===== config.mk =====
export PLATFORM = sky130hd
export DESIGN_NAME = key_debounce5_flat
export DESIGN_NICKNAME = d
export VERILOG_FILES = /design/src/rtl/key_debounce5_pkg.sv /design/src/rtl/key_debounce5_if.sv /design/src/rtl/key_debounce5_debounce_ch.sv /design/src/rtl/key_debounce5.sv /design/src/flat_wrapper.sv
export SDC_FILE = /design/constraint.sdc
export NUM_CORES = 1
export LEC_CHECK = 0
export BUFFER_PORTS_ARGS = -buffer_cell sky130_fd_sc_hd__buf_2
export CELL_PAD_IN_SITES_DETAIL_PLACEMENT = 1
export CELL_PAD_IN_SITES_GLOBAL_PLACEMENT = 2
export CORE_MARGIN = 5
export CORE_UTILIZATION = 42
export DETAILED_ROUTE_END_ITERATION = 6
export HOLD_SLACK_MARGIN = 0.06
export PLACE_DENSITY_LB_ADDON = 0.05
export SYNTH_ARGS = -nofsm -noshare
export SYNTH_HDL_FRONTEND = slang
export SYNTH_SLANG_ARGS = --single-unit

===== constraint.sdc =====
create_clock -name i_clk -period 3.35 [get_ports i_clk]
set_input_delay 0.1675 -clock i_clk [delete_from_list [all_inputs] [get_ports i_clk]]
set_output_delay 0.1675 -clock i_clk [all_outputs]
set_load 0.005 [all_outputs]

===== src/rtl/key_debounce5_pkg.sv =====
// Shared definitions for the five-channel key debouncer: FSM encoding,
// channel count and default timing parameters.
package key_debounce_defs;

    typedef enum logic {
        ST_STABLE  = 1'b0,
        ST_PENDING = 1'b1
    } deb_state_t;

    localparam int NUM_KEYS            = 5;
    localparam int DEF_DEBOUNCE_CYCLES = 1000000;  // 20 ms at 50 MHz
    localparam int DEF_CNT_W           = 20;

endpackage : key_debounce_defs


===== src/rtl/key_debounce5_if.sv =====
// Key bus between the raw switch inputs and the debounced level/event outputs.
interface key_debounce5_if;
    import key_debounce_defs::*;

    logic [NUM_KEYS-1:0] i_key;
    logic [NUM_KEYS-1:0] o_key;
    logic [NUM_KEYS-1:0] o_rise;
    logic [NUM_KEYS-1:0] o_fall;
    logic                o_stable;

    modport master (
        output i_key,
        input  o_key,
        input  o_rise,
        input  o_fall,
        input  o_stable
    );

    modport slave (
        input  i_key,
        output o_key,
        output o_rise,
        output o_fall,
        output o_stable
    );

endinterface : key_debounce5_if


===== src/rtl/key_debounce5_debounce_ch.sv =====
// One debounce channel: 2-flop synchronizer, STABLE/PENDING FSM with a hold
// counter, registered level and single-cycle rise/fall pulses.
module debounce_ch
    import key_debounce_defs::*;
#(
    parameter int DEBOUNCE_CYCLES = DEF_DEBOUNCE_CYCLES,
    parameter int CNT_W           = DEF_CNT_W
) (
    input  logic i_clk,
    input  logic i_rst,
    input  logic i_key,
    output logic o_key,
    output logic o_rise,
    output logic o_fall,
    output logic o_stable_next
);

    localparam logic [CNT_W-1:0] LAST_CNT = CNT_W'(DEBOUNCE_CYCLES - 1);

    logic             r_s1;
    logic             r_s2;
    deb_state_t       r_state;
    logic [CNT_W-1:0] r_cnt;
    logic             r_key;
    logic             r_rise;
    logic             r_fall;

    deb_state_t       w_state_next;
    logic [CNT_W-1:0] w_cnt_next;
    logic             w_key_next;
    logic             w_rise_next;
    logic             w_fall_next;
    logic             w_mismatch;

    assign w_mismatch = r_s2 ^ r_key;

    // NOTE: every output of this block is defaulted first so no path leaves
    // a signal unassigned, which would otherwise infer a latch.
    always_comb begin
        w_state_next = r_state;
        w_cnt_next   = r_cnt;
        w_key_next   = r_key;
        w_rise_next  = 1'b0;
        w_fall_next  = 1'b0;

        case (r_state)
            ST_STABLE: begin
                if (w_mismatch) begin
                    w_state_next = ST_PENDING;
                    w_cnt_next   = CNT_W'(1);
                end else begin
                    w_cnt_next   = '0;
                end
            end
            ST_PENDING: begin
                if (!w_mismatch) begin
                    w_state_next = ST_STABLE;
                    w_cnt_next   = '0;
                end else if (r_cnt == LAST_CNT) begin
                    // The mismatch has now lasted DEBOUNCE_CYCLES clocks: accept it.
                    w_key_next   = r_s2;
                    w_rise_next  = r_s2;
                    w_fall_next  = ~r_s2;
                    w_state_next = ST_STABLE;
                    w_cnt_next   = '0;
                end else begin
                    w_cnt_next   = r_cnt + CNT_W'(1);
                end
            end
            default: begin
                w_state_next = ST_STABLE;
                w_cnt_next   = '0;
            end
        endcase
    end

    // NOTE: state is updated with non-blocking assignments so every flop samples
    // the pre-edge values, which the two synchronizer stages depend on.
    always_ff @(posedge i_clk) begin
        if (i_rst) begin
            r_s1    <= 1'b0;
            r_s2    <= 1'b0;
            r_state <= ST_STABLE;
            r_cnt   <= '0;
            r_key   <= 1'b0;
            r_rise  <= 1'b0;
            r_fall  <= 1'b0;
        end else begin
            r_s1    <= i_key;
            r_s2    <= r_s1;
            r_state <= w_state_next;
            r_cnt   <= w_cnt_next;
            r_key   <= w_key_next;
            r_rise  <= w_rise_next;
            r_fall  <= w_fall_next;
        end
    end

    assign o_key         = r_key;
    assign o_rise        = r_rise;
    assign o_fall        = r_fall;
    assign o_stable_next = (w_state_next == ST_STABLE);

endmodule : debounce_ch


===== src/rtl/key_debounce5.sv =====
// Five independent debounce channels feeding gate_beh i_a..i_e (bit0..bit4),
// plus a registered all-channels-stable flag.
module key_debounce5
    import key_debounce_defs::*;
#(
    parameter int DEBOUNCE_CYCLES = DEF_DEBOUNCE_CYCLES,
    parameter int CNT_W           = DEF_CNT_W
) (
    input  logic            i_clk,
    input  logic            i_rst,
    key_debounce5_if.slave  bus
);

    logic [NUM_KEYS-1:0] w_key;
    logic [NUM_KEYS-1:0] w_rise;
    logic [NUM_KEYS-1:0] w_fall;
    logic [NUM_KEYS-1:0] w_stable_next;
    logic                r_stable;

    for (genvar g = 0; g < NUM_KEYS; g++) begin : g_ch
        debounce_ch #(
            .DEBOUNCE_CYCLES (DEBOUNCE_CYCLES),
            .CNT_W           (CNT_W)
        ) u_ch (
            .i_clk         (i_clk),
            .i_rst         (i_rst),
            .i_key         (bus.i_key[g]),
            .o_key         (w_key[g]),
            .o_rise        (w_rise[g]),
            .o_fall        (w_fall[g]),
            .o_stable_next (w_stable_next[g])
        );
    end

    // Built from next-state flags so the flag lines up with the FSM registers.
    always_ff @(posedge i_clk) begin
        if (i_rst) begin
            r_stable <= 1'b1;
        end else begin
            r_stable <= &w_stable_next;
        end
    end

    assign bus.o_key    = w_key;
    assign bus.o_rise   = w_rise;
    assign bus.o_fall   = w_fall;
    assign bus.o_stable = r_stable;

endmodule : key_debounce5


===== src/flat_wrapper.sv =====
// flat-port wrapper written by rule: the top's interface ports become plain ports
module key_debounce5_flat import key_debounce_defs::*;
#(
    parameter int DEBOUNCE_CYCLES = DEF_DEBOUNCE_CYCLES,
    parameter int CNT_W           = DEF_CNT_W
)
  (i_clk, i_rst, bus_i_key, bus_o_key, bus_o_rise, bus_o_fall, bus_o_stable);
  key_debounce5_if bus_i ();
  input  logic i_clk;
  input  logic i_rst;
  input wire logic [$bits(bus_i.i_key)-1:0] bus_i_key;
  output wire logic [$bits(bus_i.o_key)-1:0] bus_o_key;
  output wire logic [$bits(bus_i.o_rise)-1:0] bus_o_rise;
  output wire logic [$bits(bus_i.o_fall)-1:0] bus_o_fall;
  output wire logic [$bits(bus_i.o_stable)-1:0] bus_o_stable;
  assign bus_i.i_key = bus_i_key;
  assign bus_o_key = bus_i.o_key;
  assign bus_o_rise = bus_i.o_rise;
  assign bus_o_fall = bus_i.o_fall;
  assign bus_o_stable = bus_i.o_stable;
  key_debounce5 #(.DEBOUNCE_CYCLES(DEBOUNCE_CYCLES), .CNT_W(CNT_W)) u_core (.i_clk(i_clk), .i_rst(i_rst), .bus(bus_i));
endmodule

==> summary.txt, run 1 <==
Outcome
  – Status: finished, final reports clean

Setup path
  – Crit-path max FO: 19
  – Startpoint Class: flop
  – Worst setup EP type: flop
  – Crit path cell chain: ha_1, and4_1, nand4_1, o2111ai_2, nor2_1
  – Arr. time, crit path: 2.28 ns
  – WP data required: 3.62 ns
  – Slowest-stage cell, CP: o2111ai_2
  – WS Path Type: reg2reg
  – Slowest Stage Delay on Critical Path: 0.72 ns

Clock tree
  – TritonCTS clock tree: built
  – H-tree depth: 4
  – Post-CTS Setup Repair Bufs: 0
  – Longest Clk Path Bufs: 2
  – Post-CTS resize count: 0
  – CTS clk-pin slew, worst paths: 0.06 ns
  – CTS Sinks: 131
  – Clock Latency Late Sink: 0.42 ns
  – CTS Buf Count: 17
  – Clock root cell: clkbuf_16

STA
  – Rel. slew slack: 0.4337
  – Setup tns final: 0 ns
  – Post-route minimum period: 2.015 ns
  – Slew Viols, Final: 0
  – RSZ-0062 raised after global routing: no
  – Worst-Margin Slew: 0.8495 ns
  – Slack of the critical path: 1.335 ns
  – Setup violators final: 0
  – Setup Skew: 0.004971 ns
  – Max Clk Rate: 0.4963 GHz
  – Final Hold Violating Endpoints: 0
  – Fin crit share: 0.6014

Layout
  – Filler cells: 1532
  – Leading cell type in the layout, fill and taps excluded: dfxtp_1
  – Share of layout cells above drive strength 1: 0.1220
  – Nets: 655
  – # diodes: 0
  – Most frequent cells in the layout: dfxtp_1, nor2_1, xnor2_1
  – Synthesis-to-finish area growth: 15.47%

Power and ir drop
  – Sequential share of power: 0.421
  – Psw: 687.8 µW
  – Clock share of power: 0.569
  – Sw Ratio: 0.1837
  – Int Power: 3057 µW
  – Leakage: 0.002139 µW
  – Comb power frac: 0.009
  – Maximum VDD drop: 0.3565 mV
  – Pwr/cell area: 571.3 nW/µm²

Route
  – First-pass DRT Iterations: 4
  – Final Routed Wirelength: 12050 µm
  – Number of DRC markers in iteration 0: 144
  – Routed vias: 4233
  – DR vias/cell: 5.088
  – Antenna Nets Post-Route: 0
  – Residual DRC: 0
  – Drt wl/cell: 14.48 µm

Floorplan
  – Area of the core: 13240 µm²
  – Ports: 23
  – Initial core utilization: 0.4287
  – Die height: 126.3 µm
  – Width of the die: 126.3 µm
  – Row cnt: 42
  – Die ar.: 15940 µm²

Place
  – IO Port Bufs: 22
  – Hpwl dp: 8221 µm
  – Dpl ws: 1.298 ns
  – Final GP Congestion: 0.7904

Worst hold path
  – Min-delay worst type: in2reg

Global route
  – Tot GR Track Use: 0.1615
  – Vias in the first global route: 4414
  – Grt ovf: 0
  – Initial antenna violation count: 0
  – First-pass GRT wire length: 20980 µm
  – Largest net degree at the start of global routing: 20

Synthesis
  – Sequential area share after synthesis: 0.4620
  – Post-synth EDFFs: 0
  – Distinct cell type count after synthesis: 46
  – Synthesized area per cell: 9.112 µm²
  – FFs w/ async S/R, synth: 0
  – Syn Inst Count: 623
  – Post-synth net total: 635
  – FF+latch count, synth: 131
  – Commonest register cell after synthesis: dfxtp_1
  – Yosys warnings: 0
  – Post-Syn Area: 5677 µm²

Flow run
  – Max cap viols: 0
==> stage by stage <==
step                  util  std cells  hold WS (ns)  area [µm²]  power (µW)
finish              0.4950        832        0.1115        6555        3745
floorplan                -        623        0.2391        5677        1629
global route        0.4950        832        0.1139        6555        3868
CTS                 0.4950        832        0.1044        6555        3796
global placement    0.4394        795        0.3728        5819        1640
detailed placement  0.4394        795        0.3852        5819        1641
==> synthesized netlist by cell type, types with 2 or more instances <==
cell type | instances | area, µm²
nor4b_2 | 2 | 30.03
nand3_1 | 34 | 170.2
buf_6 | 3 | 33.78
nand2_1 | 45 | 168.9
and3_1 | 10 | 62.56
nor4_2 | 4 | 50.05
nor3_1 | 21 | 105.1
clkbuf_1 | 3 | 11.26
nand3_2 | 4 | 40.04
nand4_1 | 22 | 137.6
xor2_1 | 41 | 359.1
nor2_2 | 3 | 18.77
ha_1 | 5 | 62.56
dfxtp_1 | 131 | 2623
nand2b_1 | 4 | 25.02
and4_1 | 8 | 70.07
nor3_2 | 3 | 30.03
nor3b_1 | 5 | 37.54
and2_1 | 10 | 62.56
or3_1 | 7 | 43.79
a21oi_1 | 11 | 55.05
xnor2_1 | 49 | 429.2
o21a_1 | 2 | 15.01
nor2b_1 | 12 | 75.07
buf_4 | 17 | 127.6
mux2i_1 | 3 | 30.03
a21bo_2 | 4 | 40.04
and4_4 | 2 | 22.52
nor2_1 | 113 | 424.2
nor4b_1 | 5 | 43.79
inv_1 | 16 | 60.06
o21ai_0 | 5 | 25.02
nor4_1 | 4 | 25.02
buf_2 | 3 | 15.01
==> what timing repair did <==
item	4_1_cts	5_1_grt
setup endpoints to repair	0	0
hold endpoints to repair	5	0
hold buffers	5	0
==> kinds of logic after synthesis <==
| kind of cell | count (synthesis) | synth area share |
|---|---|---|
| and+or+nand+nor | 324 | 0.3026 |
| DFF | 131 | 0.4620 |
| xor gates and xnor gates | 90 | 0.1389 |
| buffers and inverters | 42 | 0.04364 |
| AOI/OAI and AO/OA | 28 | 0.03659 |
| adders and majority gates | 5 | 0.01102 |
| muxes | 3 | 0.005290 |
==> state kept, by name, indices dropped and copies added (netlist names) <==
register and cells:
u_core.bus.o_stable 1, u_core.g_ch.u_ch.o_fall 5, u_core.g_ch.u_ch.o_key 5, u_core.g_ch.u_ch.o_rise 5, u_core.g_ch.u_ch.r_cnt 100, u_core.g_ch.u_ch.r_s1 5, u_core.g_ch.u_ch.r_s2 5, u_core.g_ch.u_ch.r_state 5
==> power by group through the flow <==
stage	sequential [µW]	clock [µW]	combinational [µW]
after CTS	1580	2180	35.1
after global placement	1610	0	29.0
after global routing	1580	2250	39.7
after floorplan	1610	0	21.4
final	1580	2130	34.8
after detailed placement	1610	0	30.4
==> cell type report <==
type	instances	area, µm²	share of cell area
clock inverters	9	197.7	0.03016
clock buffers	23	488.0	0.07444
well taps	176	220.2	0.03359
inverters	16	60.06	0.009162
repair buffers	27	160.2	0.02443
multi-input cells	450	2806	0.4281
flip-flops and latches	131	2623	0.4001
==> final timing paths <==
| path | cells after the start | slack [ns] | startpoint | endpoint |
|---|---|---|---|---|
| setup / recovery | 5 | 1.34 | u_core.g_ch[1].u_ch.r_cnt[0] | u_core.g_ch[1].u_ch.r_cnt[16] |
| hold / removal | 2 | 0.11 | i_rst | u_core.g_ch[3].u_ch.o_key |
| setup reg to reg | 5 | 1.34 | u_core.g_ch[1].u_ch.r_cnt[0] | u_core.g_ch[1].u_ch.r_cnt[16] |
| hold reg to reg | 1 | 0.45 | u_core.g_ch[1].u_ch.r_s1 | u_core.g_ch[1].u_ch.r_s2 |
==> worst max-delay path: cells and delay by family, from the launching register on <==
kind / cells / cell delay (ns)
AO/OA/AOI/OAI: 1 / 0.72
AND/OR/NAND/NOR: 3 / 0.58
flip-flops: 1 / 0.35
adder cells (fa/ha/maj): 1 / 0.20
==> layer usage <==
metal,GRT usage,routed length (µm)
met3,0.05504,392
met2,0.2748,5880
met1,0.1919,5610
met4,0.05174,162
met5,0,0
Power figures use the tool's default switching activity.
==> run 2: changes to the inputs <==
--- a/config.mk
+++ b/config.mk
@@ -5,11 +5,12 @@
 export SDC_FILE = /design/constraint.sdc
 export NUM_CORES = 1
 export LEC_CHECK = 0
+export ABC_AREA = 1
 export BUFFER_PORTS_ARGS = -buffer_cell sky130_fd_sc_hd__buf_2
 export CELL_PAD_IN_SITES_DETAIL_PLACEMENT = 1
 export CELL_PAD_IN_SITES_GLOBAL_PLACEMENT = 2
 export CORE_MARGIN = 5
-export CORE_UTILIZATION = 42
+export CORE_UTILIZATION = 36
 export DETAILED_ROUTE_END_ITERATION = 6
 export HOLD_SLACK_MARGIN = 0.06
 export PLACE_DENSITY_LB_ADDON = 0.05
==> constraint.sdc (replaced) <==
create_clock -name i_clk -period 2 [get_ports i_clk]
set_input_delay 0.1 -clock i_clk [delete_from_list [all_inputs] [get_ports i_clk]]
set_output_delay 0.1 -clock i_clk [all_outputs]
set_load 0.005 [all_outputs]
==> summary.txt, run 2 <==
Setup path
  – Worst setup EP type: flop
  – WP data required: 2.31 ns
  – Worst R2R End: u_core.g_ch[3].u_ch.r_cnt[13]
  – Startpoint Class: flop
  – WS Path Type: reg2reg
  – Slowest-stage cell, CP: dfxtp_1
  – R2R depth: 7
  – Worst flop-to-flop path startpoint: u_core.g_ch[3].u_ch.r_cnt[0]
  – Crit-path max FO: 19
  – Internal reg-to-reg setup slack: 0.33 ns
  – Slowest Stage Delay on Critical Path: 0.35 ns
  – Arr. time, crit path: 1.98 ns
  – Crit path cell chain: ha_1, nand3_2, nor2_1, nand3_2, nand4_4, nor2_1, o21a_1

Layout
  – Most frequent cells in the layout: nor2_1, nand2_1, dfxtp_1
  – Non-filler cells, final: 1101
  – Share of layout cells above drive strength 1: 0.1336
  – Largest reg by FF count: u_core.g_ch.u_ch.r_cnt
  – Filler cells: 2172
  – Nets: 876
  – Finished Core Util: 0.4126
  – Max reg flops: 100
  – Synthesis-to-finish area growth: 13.35%
  – Final Cell Area: 7087 µm²
  – # diodes: 0
  – Leading cell type in the layout, fill and taps excluded: nor2_1

STA
  – Rel. slew slack: 0.7180
  – Setup Skew: 0.006942 ns
  – Worst-Margin Slew: 0.4225 ns
  – RSZ-0062 raised after global routing: no
  – Max Clk Rate: 0.5980 GHz
  – Post-route minimum period: 1.672 ns
  – Setup violators final: 0
  – Slew Viols, Final: 0
  – Setup tns final: 0 ns
  – Fin crit share: 0.8362
  – Final Hold Violating Endpoints: 0

Global route
  – Vias in the first global route: 5447
  – First-pass GRT wire length: 25660 µm
  – Largest net degree at the start of global routing: 20
  – Grt ovf: 0
  – Tot GR Track Use: 0.1553
  – Initial antenna violation count: 0

Floorplan
  – Ports: 23
  – Initial core utilization: 0.3640
  – Width of the die: 141.8 µm
  – Row cnt: 48
  – Die height: 141.8 µm
  – Area of the core: 17180 µm²
  – Die ar.: 20100 µm²

Clock tree
  – Post-CTS resize count: 0
  – CTS Sinks: 131
  – Clock Latency Late Sink: 0.41 ns
  – Post-CTS Setup Repair Bufs: 0
  – Hold Buf Count CTS: 5
  – CTS clk-pin slew, worst paths: 0.06 ns
  – H-tree depth: 4
  – TritonCTS clock tree: built
  – Longest Clk Path Bufs: 2
  – Clock root cell: clkbuf_16
  – CTS Buf Count: 17

Place
  – Hpwl dp: 11280 µm
  – Final GP Congestion: 0.7846
  – Dpl cells: 1065
  – Placed inst area: 6486 µm²
  – IO Port Bufs: 22

Power and ir drop
  – Psw: 1144 µW
  – Comb power frac: 0.014
  – Overall Power: 5635 µW
  – Sequential share of power: 0.469
  – Sw Ratio: 0.2030
  – Maximum VDD drop: 0.5869 mV
  – Int Power: 4491 µW
  – Pwr/cell area: 795.1 nW/µm²
  – Leakage: 0.002475 µW
  – Clock share of power: 0.517

Route
  – Residual DRC: 0
  – First-pass DRT Iterations: 4
  – Number of DRC markers in iteration 0: 143
  – Antenna Nets Post-Route: 0
  – DR vias/cell: 4.838
  – Routed vias: 5327
  – Final Routed Wirelength: 14900 µm
  – Drt wl/cell: 13.53 µm

Worst hold path
  – Hold Path End: u_core.g_ch[3].u_ch.r_s1
  – WHS Path Cells: 3
  – Hold Crit Start: i_rst
  – Min-delay worst type: in2reg

Synthesis
  – FFs w/ async S/R, synth: 0
  – FF+latch count, synth: 131
  – Most frequent cells after synthesis: nor2_1, nand2_1, dfxtp_1
  – Most numerous cell in the Yosys netlist: nor2_1
  – Post-synth EDFFs: 0
  – Area share of the largest cell type after synthesis: 0.4195
  – Synthesized area per cell: 7.452 µm²
  – Largest cells by area after synthesis: dfxtp_1, nor2_1, nand2_1
  – Commonest register cell after synthesis: dfxtp_1
  – Distinct cell type count after synthesis: 44
  – Syn Inst Count: 839
  – Yosys warnings: 0
  – Post-synth net total: 851
  – Post-Syn Area: 6252 µm²
  – Sequential area share after synthesis: 0.4195
  – Cell taking the most area after synthesis: dfxtp_1

Outcome
  – Status: finished, final reports clean

Flow run
  – Max cap viols: 0
==> run 2: critical path, delay by kind of cell, from the launching register on <==
kind / cells / cell delay [ns]
AND/OR/NAND/NOR: 5 / 0.82
flip-flops: 1 / 0.35
adder cells (fa/ha/maj): 1 / 0.27
AO/OA/AOI/OAI: 1 / 0.11
==> run 2: cells by family (layout without fill, tap and decap cells) <==
group,after synthesis,count (layout),synth area share
simple gates,471,471,0.3664
buf+inv,131,168,0.09345
xor+xnor,42,42,0.05883
fa+ha+maj,5,5,0.01001
compound gates,59,59,0.05183
flops,131,131,0.4195
==> run 2: cell type report <==
class / count / area [µm²] / area share
clock buffers: 27 / 503.0 / 0.07097
clock inverters: 4 / 47.55 / 0.006709
inverters: 107 / 404.1 / 0.05703
multi-input cells: 577 / 3045 / 0.4297
flip-flops and latches: 131 / 2623 / 0.3701
well taps: 225 / 281.5 / 0.03972
repair buffers: 30 / 182.7 / 0.02578
==> run 2: power groups by stage <==
stage | clock (µW) | combinational (µW) | sequential [µW]
after floorplan | 0 | 46.2 | 2690
after global placement | 0 | 70.6 | 2700
after detailed placement | 0 | 73.2 | 2700
after CTS | 3020 | 80.8 | 2640
after global routing | 3110 | 89.3 | 2640
final | 2920 | 78.5 | 2640
==> run 2: worst max path at each step <==
stage               depth (start not counted)  slack [ns]                       endpoint                    startpoint
global placement                           11        0.34            u_core.bus.o_stable  u_core.g_ch[4].u_ch.r_cnt[0]
detailed placement                          7        0.31  u_core.g_ch[3].u_ch.r_cnt[13]  u_core.g_ch[3].u_ch.r_cnt[0]
global route                               10        0.13  u_core.g_ch[2].u_ch.r_cnt[15]  u_core.g_ch[2].u_ch.r_cnt[0]
CTS                                         6        0.30   u_core.g_ch[1].u_ch.r_cnt[2]  u_core.g_ch[1].u_ch.r_cnt[0]
floorplan                                   9        0.56  u_core.g_ch[4].u_ch.r_cnt[10]  u_core.g_ch[4].u_ch.r_cnt[0]
finish                                      7        0.33  u_core.g_ch[3].u_ch.r_cnt[13]  u_core.g_ch[3].u_ch.r_cnt[0]
==> run 2: layer usage <==
| metal | routed length [µm] | global-route usage |
|---|---|---|
| met1 | 6794 | 0.1857 |
| met2 | 7512 | 0.2733 |
| met3 | 378 | 0.03943 |
| met4 | 214 | 0.04798 |
| met5 | 0 | 0 |
==> run 2: stage by stage <==
step | hold WS (ns) | setup WS (ns)
final | 0.1402 | 0.3276
after global placement | 0.3032 | 0.3412
after global routing | 0.1497 | 0.1331
after detailed placement | 0.3187 | 0.3122
after floorplan | 0.2070 | 0.5598
after CTS | 0.1302 | 0.3034
==> run 3: changes to the inputs <==
==> constraint.sdc (replaced) <==
create_clock -name i_clk -period 1.7 [get_ports i_clk]
set_input_delay 0.085 -clock i_clk [delete_from_list [all_inputs] [get_ports i_clk]]
set_output_delay 0.085 -clock i_clk [all_outputs]
set_load 0.005 [all_outputs]
==> summary.txt, run 3 (same netlist as run 2, synthesis figures left out) <==
Outcome
  – Status: finished, final reports clean

Floorplan
  – Row cnt: 48
  – Die height: 141.8 µm
  – Width of the die: 141.8 µm
  – Area of the core: 17180 µm²
  – Die ar.: 20100 µm²
  – Ports: 23
  – Initial core utilization: 0.3640

Layout
  – Leading cell type in the layout, fill and taps excluded: nor2_1
  – Multi-input logic area: 3080 µm²
  – # diodes: 0
  – Synthesis-to-finish area growth: 18.11%
  – Filler cells: 2152
  – Max reg flops: 100
  – Storage cell area: 2623 µm²
  – Share of layout cells above drive strength 1: 0.1605
  – Nets: 890
  – Most frequent cells in the layout: nor2_1, nand2_1, dfxtp_1
  – Largest reg by FF count: u_core.g_ch.u_ch.r_cnt

Global route
  – Grt ovf: 0
  – First-pass GRT wire length: 26280 µm
  – Largest net degree at the start of global routing: 20
  – Tot GR Track Use: 0.1613
  – Vias in the first global route: 5622
  – Initial antenna violation count: 0

Setup path
  – Crit path max-delay family: simple AND/OR/NAND/NOR gates
  – WS Path Type: reg2reg
  – Startpoint Class: flop
  – R2R depth: 4
  – Internal reg-to-reg setup slack: 0.12 ns
  – Worst flop-to-flop path startpoint: u_core.g_ch[4].u_ch.o_key
  – Crit path cell chain: xor2_1, and2_1, nand3_4, a211oi_1
  – Slowest-stage cell, CP: dfxtp_1
  – Crit-path max FO: 19
  – Worst setup path startpoint: u_core.g_ch[4].u_ch.o_key
  – Slowest Stage Delay on Critical Path: 0.44 ns
  – Worst setup EP type: flop
  – CP bufs+invs: 0
  – Critical path endpoint: u_core.g_ch[4].u_ch.r_cnt[12]
  – Arr. time, crit path: 1.91 ns
  – Worst R2R End: u_core.g_ch[4].u_ch.r_cnt[12]
  – Stages on the worst setup path: 4
  – WP data required: 2.03 ns

Route
  – First-pass DRT Iterations: 4
  – Final Routed Wirelength: 15450 µm
  – Antenna Nets Post-Route: 0
  – Drt wl/cell: 13.85 µm
  – Number of DRC markers in iteration 0: 123
  – Routed vias: 5347
  – DR vias/cell: 4.791
  – Residual DRC: 0

Place
  – IO Port Bufs: 22
  – Hpwl dp: 11640 µm
  – Final GP Congestion: 0.8183

Power and ir drop
  – Maximum VDD drop: 0.7591 mV
  – Pwr/cell area: 989.3 nW/µm²
  – Overall Power: 7306 µW
  – Leakage: 0.002622 µW

Flow run
  – Max cap viols: 0

Clock tree
  – Clock Latency Late Sink: 0.42 ns
  – CTS Buf Count: 17
  – H-tree depth: 4
  – Clock root cell: clkbuf_16
  – CTS clk-pin slew, worst paths: 0.06 ns
  – TritonCTS clock tree: built
  – Longest Clk Path Bufs: 2
  – CTS Sinks: 131

STA
  – Slew Viols, Final: 0
  – Hold Worst Slack: 0.4043 ns
  – Setup Skew: 0.009675 ns
  – Post-route minimum period: 1.577 ns
  – Final Hold Violating Endpoints: 0
  – Max Clk Rate: 0.6339 GHz
  – Fin crit share: 0.9279
  – Rel. slew slack: 0.7536
  – Setup violators final: 0
  – Worst-Margin Slew: 0.3663 ns

Worst hold path
  – Min-delay worst type: in2reg
-- run 3: cell count changes in the layout (fill, tap and decap cells not counted), moves of 2 or more --
cell	previous run	this run
clkbuf_1	6	2
nand2_2	10	12
buf_12	0	3
nand2_1	145	143
nor2_1	157	155
bufinv_16	1	5
ha_1	5	3
buf_4	3	12
nor2_2	8	10
-- run 3: how the worst min path moves through the flow --
stage	from	end	slack, ns	cells after the start
6_report	bus_i_key[0]	u_core.g_ch[0].u_ch.r_s1	0.40	4
5_1_grt	bus_i_key[2]	u_core.g_ch[2].u_ch.r_s1	0.44	4
4_1_cts	bus_i_key[3]	u_core.g_ch[3].u_ch.r_s1	0.39	4
3_5_place_dp	bus_i_key[0]	u_core.g_ch[0].u_ch.r_s1	0.30	3
3_3_place_gp	bus_i_key[0]	u_core.g_ch[0].u_ch.r_s1	0.29	3
2_1_floorplan	bus_i_key[0]	u_core.g_ch[0].u_ch.r_s1	0.19	2
-- run 3: what timing repair did --
action / in CTS / in global routing
setup endpoints to repair: 0 / 44
gates resized for setup: 0 / 11
hold endpoints to repair: 6 / 0
buffers inserted: 0 / 1
hold buffers: 6 / 0
-- run 3: stage by stage --
| stage | TNS, ns | worst slack [ns] | util | cells | cell area (µm²) |
|---|---|---|---|---|---|
| after floorplan | 0 | 0.2598 | - | 839 | 6252 |
| after global placement | 0 | 0.1385 | 0.3851 | 1077 | 6614 |
| after detailed placement | 0 | 0.06314 | 0.3851 | 1077 | 6614 |
| after CTS | 0 | 0.05302 | 0.4271 | 1115 | 7336 |
| after global routing | -0.005650 | -0.005650 | 0.4299 | 1116 | 7385 |
| final | 0 | 0.1225 | 0.4299 | 1116 | 7385 |
-- run 3: worst min-delay path, cell delays in order --
cell and delay, ns:
dlygate4sd3_1 0.52, buf_2 0.09, inv_1 0.03, nor2_1 0.06
-- run 3: final cells by class --
class,count,share of cell area
clock buffers,23,0.06608
inverters,107,0.05507
well taps,225,0.03812
multi-input cells,577,0.4171
repair buffers,44,0.04490
clock inverters,9,0.02355
flip-flops and latches,131,0.3551
-- run 3: power by group --
part	internal (µW)	switching, µW
registers	3090	13.7
logic	39.4	57.3
clock network	2750	1350
-- run 3: metal layers --
layer	global-route usage	vias to the layer above	share of wire
met5	0	-	0
li1	-	2748	-
met1	0.1848	2526	0.45
met3	0.03404	24	0.022
met4	0.06465	0	0.022
met2	0.2911	49	0.51
